### src/rtl/intersection_scheduler_pkg.sv
// Shared types for the intersection scheduler: phase states, directions and lamp encodings.
// The FLASH state exists only when INTERSECTION_FLASH_EN is defined.
package intersection_pkg;

`ifdef INTERSECTION_FLASH_EN
    typedef enum logic [2:0] {
        NS_GREEN, NS_YELLOW, EW_GREEN, EW_YELLOW, ALL_RED, PED_WALK, FLASH
    } state_e;
`else
    typedef enum logic [2:0] {
        NS_GREEN, NS_YELLOW, EW_GREEN, EW_YELLOW, ALL_RED, PED_WALK
    } state_e;
`endif

    typedef enum logic {DIR_NS, DIR_EW} dir_e;

    // Lamp vector ordering is {green, yellow, red}.
    typedef logic [2:0] lamp_t;
    localparam lamp_t LAMP_GREEN  = 3'b100;
    localparam lamp_t LAMP_YELLOW = 3'b010;
    localparam lamp_t LAMP_RED    = 3'b001;
    localparam lamp_t LAMP_OFF    = 3'b000;

endpackage

### src/rtl/intersection_scheduler_tick_gen.sv
// Timing prescaler: asserts tick on the last cycle of every TICK_DIV-cycle window.
// Unaffected by INTERSECTION_FLASH_EN.
module tick_gen #(
    parameter int TICK_DIV = 1
) (
    input  logic clk,
    input  logic rst,
    output logic tick
);
    localparam int CW = (TICK_DIV > 1) ? $clog2(TICK_DIV) : 1;
    localparam logic [CW-1:0] LAST = CW'(TICK_DIV - 1);

    logic [CW-1:0] cnt_q, cnt_d;

    always_comb begin
        cnt_d = (cnt_q == LAST) ? '0 : cnt_q + 1'b1;
    end

    // NOTE: sequential state uses non-blocking assignments so every register samples pre-edge values.
    always_ff @(posedge clk) begin
        if (rst) cnt_q <= '0;
        else     cnt_q <= cnt_d;
    end

    assign tick = (cnt_q == LAST);

endmodule

### src/rtl/intersection_scheduler.sv
// Demand-driven phase scheduler for a two-road intersection with a pedestrian crossing.
// Define INTERSECTION_FLASH_EN to add the flash_mode input and the flashing-yellow FLASH state.
module intersection_scheduler
    import intersection_pkg::*;
#(
    parameter int TICK_DIV  = 1,
    parameter int GREEN_MIN = 4,
    parameter int GREEN_MAX = 8,
    parameter int YELLOW    = 2,
    parameter int ALLRED    = 1,
    parameter int WALK      = 3
) (
    input  logic clk,
    input  logic rst,
    input  logic ns_car,
    input  logic ew_car,
    input  logic ped_req,
`ifdef INTERSECTION_FLASH_EN
    input  logic flash_mode,
`endif
    output logic ns_g,
    output logic ns_y,
    output logic ns_r,
    output logic ew_g,
    output logic ew_y,
    output logic ew_r,
    output logic walk
);
    localparam int TW = $clog2(GREEN_MAX + 1);
    localparam logic [TW-1:0] T_GMIN = TW'(GREEN_MIN - 1);
    localparam logic [TW-1:0] T_GMAX = TW'(GREEN_MAX - 1);
    localparam logic [TW-1:0] T_YEL  = TW'(YELLOW - 1);
    localparam logic [TW-1:0] T_AR   = TW'(ALLRED - 1);
    localparam logic [TW-1:0] T_WALK = TW'(WALK - 1);

    state_e        state_q, state_d;
    dir_e          dir_q, dir_d;
    logic [TW-1:0] timer_q, timer_d;
    logic          ped_q, ped_d;
    logic          tick;
    logic          ns_leave, ew_leave;
    lamp_t         ns_lamp, ew_lamp;
`ifdef INTERSECTION_FLASH_EN
    logic          flash_q, flash_d;
`endif

    tick_gen #(.TICK_DIV(TICK_DIV)) u_tick_gen (
        .clk  (clk),
        .rst  (rst),
        .tick (tick)
    );

    // A green yields only to opposing demand: early once minimum is served and own road is idle, forced at max.
    assign ns_leave = tick & (ew_car | ped_q) & (((timer_q >= T_GMIN) & ~ns_car) | (timer_q == T_GMAX));
    assign ew_leave = tick & (ns_car | ped_q) & (((timer_q >= T_GMIN) & ~ew_car) | (timer_q == T_GMAX));

    // NOTE: every signal driven here gets a default first, so no path can infer a latch.
    always_comb begin
        state_d = state_q;
        dir_d   = dir_q;
        case (state_q)
            NS_GREEN:  if (ns_leave) state_d = NS_YELLOW;
            EW_GREEN:  if (ew_leave) state_d = EW_YELLOW;
            NS_YELLOW: if (tick && timer_q == T_YEL) begin
                state_d = ALL_RED;
                dir_d   = DIR_EW;
            end
            EW_YELLOW: if (tick && timer_q == T_YEL) begin
                state_d = ALL_RED;
                dir_d   = DIR_NS;
            end
            ALL_RED: if (tick && timer_q == T_AR) begin
                if (ped_q) state_d = PED_WALK;
                else       state_d = (dir_q == DIR_NS) ? NS_GREEN : EW_GREEN;
`ifdef INTERSECTION_FLASH_EN
                if (flash_mode) state_d = FLASH;
`endif
            end
            PED_WALK: if (tick && timer_q == T_WALK) begin
                state_d = (dir_q == DIR_NS) ? NS_GREEN : EW_GREEN;
            end
`ifdef INTERSECTION_FLASH_EN
            FLASH: if (tick && !flash_mode) begin
                state_d = ALL_RED;
                dir_d   = DIR_NS;
            end
`endif
            default: state_d = NS_GREEN;
        endcase
    end

    always_comb begin
        if (state_d != state_q)             timer_d = '0;
        else if (tick && timer_q != T_GMAX) timer_d = timer_q + 1'b1;
        else                                timer_d = timer_q;

        ped_d = ped_q;
`ifdef INTERSECTION_FLASH_EN
        if (ped_req && state_q != PED_WALK && state_q != FLASH) ped_d = 1'b1;
`else
        if (ped_req && state_q != PED_WALK) ped_d = 1'b1;
`endif
        if (state_d == PED_WALK && state_q != PED_WALK) ped_d = 1'b0;
    end

`ifdef INTERSECTION_FLASH_EN
    always_comb begin
        if (state_q != FLASH) flash_d = 1'b1;
        else if (tick)        flash_d = ~flash_q;
        else                  flash_d = flash_q;
    end
`endif

    always_ff @(posedge clk) begin
        if (rst) begin
            state_q <= NS_GREEN;
            dir_q   <= DIR_EW;
            timer_q <= '0;
            ped_q   <= 1'b0;
        end else begin
            state_q <= state_d;
            dir_q   <= dir_d;
            timer_q <= timer_d;
            ped_q   <= ped_d;
        end
    end

`ifdef INTERSECTION_FLASH_EN
    always_ff @(posedge clk) begin
        if (rst) flash_q <= 1'b1;
        else     flash_q <= flash_d;
    end
`endif

    // Lamps decode from the registered state only.
    always_comb begin
        ns_lamp = LAMP_RED;
        ew_lamp = LAMP_RED;
        walk    = 1'b0;
        case (state_q)
            NS_GREEN:  ns_lamp = LAMP_GREEN;
            NS_YELLOW: ns_lamp = LAMP_YELLOW;
            EW_GREEN:  ew_lamp = LAMP_GREEN;
            EW_YELLOW: ew_lamp = LAMP_YELLOW;
            PED_WALK:  walk    = 1'b1;
`ifdef INTERSECTION_FLASH_EN
            FLASH: begin
                ns_lamp = flash_q ? LAMP_YELLOW : LAMP_OFF;
                ew_lamp = flash_q ? LAMP_YELLOW : LAMP_OFF;
            end
`endif
            default: ;
        endcase
    end

    assign {ns_g, ns_y, ns_r} = ns_lamp;
    assign {ew_g, ew_y, ew_r} = ew_lamp;

endmodule

### config.mk
export PLATFORM = sky130hd
export DESIGN_NAME = intersection_scheduler
export DESIGN_NICKNAME = d
export VERILOG_FILES = /design/src/rtl/intersection_scheduler_pkg.sv /design/src/rtl/intersection_scheduler_tick_gen.sv /design/src/rtl/intersection_scheduler.sv
export SDC_FILE = /design/constraint.sdc
export NUM_CORES = 1
export LEC_CHECK = 0
export CORE_MARGIN = 3
export CORE_UTILIZATION = 30
export CTS_CLUSTER_SIZE = 10
export DETAILED_ROUTE_END_ITERATION = 7
export PLACE_DENSITY_LB_ADDON = 0.1
export SYNTH_ARGS = -nofsm -noshare
export SYNTH_HDL_FRONTEND = slang
export SYNTH_HIERARCHICAL = 1
export SYNTH_SLANG_ARGS = --single-unit
### constraint.sdc
create_clock -name clk -period 4 [get_ports clk]
set_clock_uncertainty 0.2 [all_clocks]
set_input_delay 0.4 -clock clk [delete_from_list [all_inputs] [get_ports clk]]
set_output_delay 0.4 -clock clk [all_outputs]
set_load 0.1 [all_outputs]
==> metrics.md <==
| Metric | Value |
|---|---|
| Outcome | `completed` |
| Total GRT Usage | `11.9%` |
| Synth Area in Adders | `7.09%` |
| Via/cell ratio | `5.03` |
| H-tree levels | `1` |
| Antenna violations before repair | `0` |
| Avg Synthesized Cell Area | `8.61 µm²` |
| Core area | `2080 µm²` |
| CTS sink count | `10` |
| Clock buffer depth | `2` |
| TritonCTS clock tree | `yes` |
| CP max FO | `13` |
| Synth Area in Simple Gates | `30.9%` |
| Finished Layout Cells | `120` |
| Post-CTS Setup Repair Bufs | `0` |
| Detailed Route WL | `1450 µm` |
| Final hold violation count | `0` |
| CTS buffer count | `3` |
| Fin crit share | `72.7%` |
| Max-slew violations | `0` |
| Routability congestion estimate | `0.699` |
| P&R area growth vs syn | `20.7%` |
| F_max | `0.344 GHz` |
| Post-synthesis mux area share | `1.42%` |
| CTS clk-pin slew, worst paths | `60 ps` |
| Rows | `16` |
| Die width | `54.5 µm` |
| Compound-Gate Fraction of Synth Area | `24.5%` |
| XOR/XNOR Fraction of Synth Area | `1.24%` |
| Main combinational cell family by area after synthesis | `simple AND/OR/NAND/NOR gates` |
| Register area share after synthesis | `28.4%` |
| Largest net degree at the start of global routing | `14` |
| CP Capture Type | `output pin` |
| Syn Nets | `91` |
| Critical path type | `flip-flop to output pin` |
| Post-synth EDFFs | `0` |
| Cells after DPL | `117` |
| Layout net count | `104` |
| VDD IR max | `172 µV` |
| Vert. Die Dim | `54.5 µm` |
| Ys async rst share | `0%` |
| Footprint of the multi-input gates | `463 µm²` |
| First-pass GRT wire length | `2430 µm` |
| Leakage power | `0.353 nW` |
| Port buffer count | `11` |
| # hold bufs at CTS | `0` |
| Residual DRC | `0` |
| HP Class | `flip-flop to flip-flop` |
| Syn Std Cell Area | `706 µm²` |
| Req. time, crit path | `3400 ps` |
| Final setup violation count | `0` |
| Die area | `2970 µm²` |
| WHS | `270 ps` |
| Initial drt markers | `7` |
| Synth warn | `6` |
| Gate count of the mapped netlist | `82` |
| Maxcap violations | `0` |
| RSZ-0062 raised after global routing | `false` |
| Synth area leader | `dfxtp_1` |
| Vias in the first global route | `560` |
| Via Count | `604` |
| Top Ports | `12` |
| FF+latch count, synth | `10` |
| Final min period | `2910 ps` |
| DP Wirelength | `1070 µm` |
| CP Data Arrival Time | `2310 ps` |
| CP startpoint kind | `flip-flop` |
| Drt wl/cell | `12.0 µm` |
| First-pass DRT Iterations | `4` |
| ANT cells | `0` |
| Post-DRT Antenna Nets | `0` |
| Area share of the largest cell type after synthesis | `28.4%` |
| Setup_tns | `0 ps` |
| Filler cells | `223` |
| Post-CTS sizing | `0` |
| Power Dens Cells | `245 nW/µm²` |
| Rel. slew slack | `35.4%` |
| Reg area | `200 µm²` |
| Clk_lat worst skew | `260 ps` |
| Initial core utilization | `33.9%` |
| Clock root buffer | `clkbuf_4` |
| Library cells used by synthesis | `43` |
| Synth area leaders | `dfxtp_1 28%, ha_1 7.1%, a21oi_1 3.5%, nor4_2 3.5%, inv_1 3.2%` |
| Worst-Margin Slew | `966 ps` |
| GRT overflow | `0` |
| Share of layout cells above drive strength 1 | `10.8%` |
| Most used DFF post-synth | `dfxtp_1` |
-- logic make-up (layout without fill, tap and decap cells) --
kind of cell,Yosys count,in the layout
AO/OA/AOI/OAI,23,23
XOR/XNOR,1,1
adder cells (fa/ha/maj),4,4
buffers and inverters,9,20
flip-flops,10,10
multiplexers,1,1
other,1,1
AND/OR/NAND/NOR,33,33
-- cell usage after synthesis (2+ instances only) --
library cell  instances
nor3_1                2
nand2_1               4
nor4_2                2
a21oi_1               5
o21bai_1              2
nand2b_1              3
inv_1                 6
ha_1                  4
nor2_1                6
nor4_1                2
o21a_1                2
o21ai_0               3
dfxtp_1              10
a21o_1                2
-- area by class of cell --
cell class	count	area share, %
well taps	27	3.96
multi-input cells	63	54.3
flip-flops and latches	10	23.5
inverters	6	2.64
repair buffers	11	12.9
clock buffers	3	2.64
-- worst max-delay path, stage by stage, from the launching register on --
cell             delay [ps]
dfxtp_1                 550
and2b_4                 220
nand2_1                  60
inv_1                    70
clkdlybuf4s50_1        1120
-- worst paths after layout --
path | from | endpoint | slack (ps) | cells after the start
worst max-delay path | state_q[2] | walk | 1090 | 4
worst min-delay path | dir_q | dir_q | 270 | 1
worst max register to register | timer_q[1] | timer_q[1] | 2170 | 5
worst min register to register | dir_q | dir_q | 270 | 1
-- through the flow --
stage / worst slack, ps / instance area [µm²] / utilization (%) / total power, mW
2_1_floorplan: 661 / 706 / - / 0.132
3_3_place_gp: 1390 / 830 / 39.8 / 0.144
3_5_place_dp: 1380 / 830 / 39.8 / 0.143
4_1_cts: 1080 / 852 / 40.9 / 0.213
5_1_grt: 982 / 852 / 40.9 / 0.223
6_report: 1090 / 852 / 40.9 / 0.209
-- flip-flops by register name, summed over array words and instances, names as in the netlist --
signal	count
dir_q	1
state_q	3
timer_q	4
u_tick_gen/cnt_q	1
ped_q	1
-- cells in the final DEF (no fill, tap or decap), types with 2 or more instances in the layout --
cell             Yosys  routed
nor4_1               2       2
nor2_1               6       6
nand2_1              4       4
clkdlybuf4s50_1      0      11
o21a_1               2       2
a21o_1               2       2
nand2b_1             3       3
a21oi_1              5       5
nor3_1               2       2
clkbuf_4             0       3
o21ai_0              3       3
inv_1                6       6
nor4_2               2       2
ha_1                 4       4
o21bai_1             2       2
dfxtp_1             10      10
-- metal layers --
| layer | global-route usage (%) | vias to the layer above | wire, µm |
|---|---|---|---|
| li1 | - | 319 | - |
| met1 | 15.0 | 267 | 732 |
| met2 | 16.9 | 13 | 612 |
| met3 | 1.63 | 5 | 45 |
| met4 | 11.2 | 0 | 54 |
| met5 | 0 | - | 0 |
-- power by group --
part / internal (mW) / switching [mW]
Clock: 0.0347 / 0.0332
Combinational: 0.0155 / 0.0175
Sequential: 0.103 / 0.00440
Power figures use the tool's default switching activity.
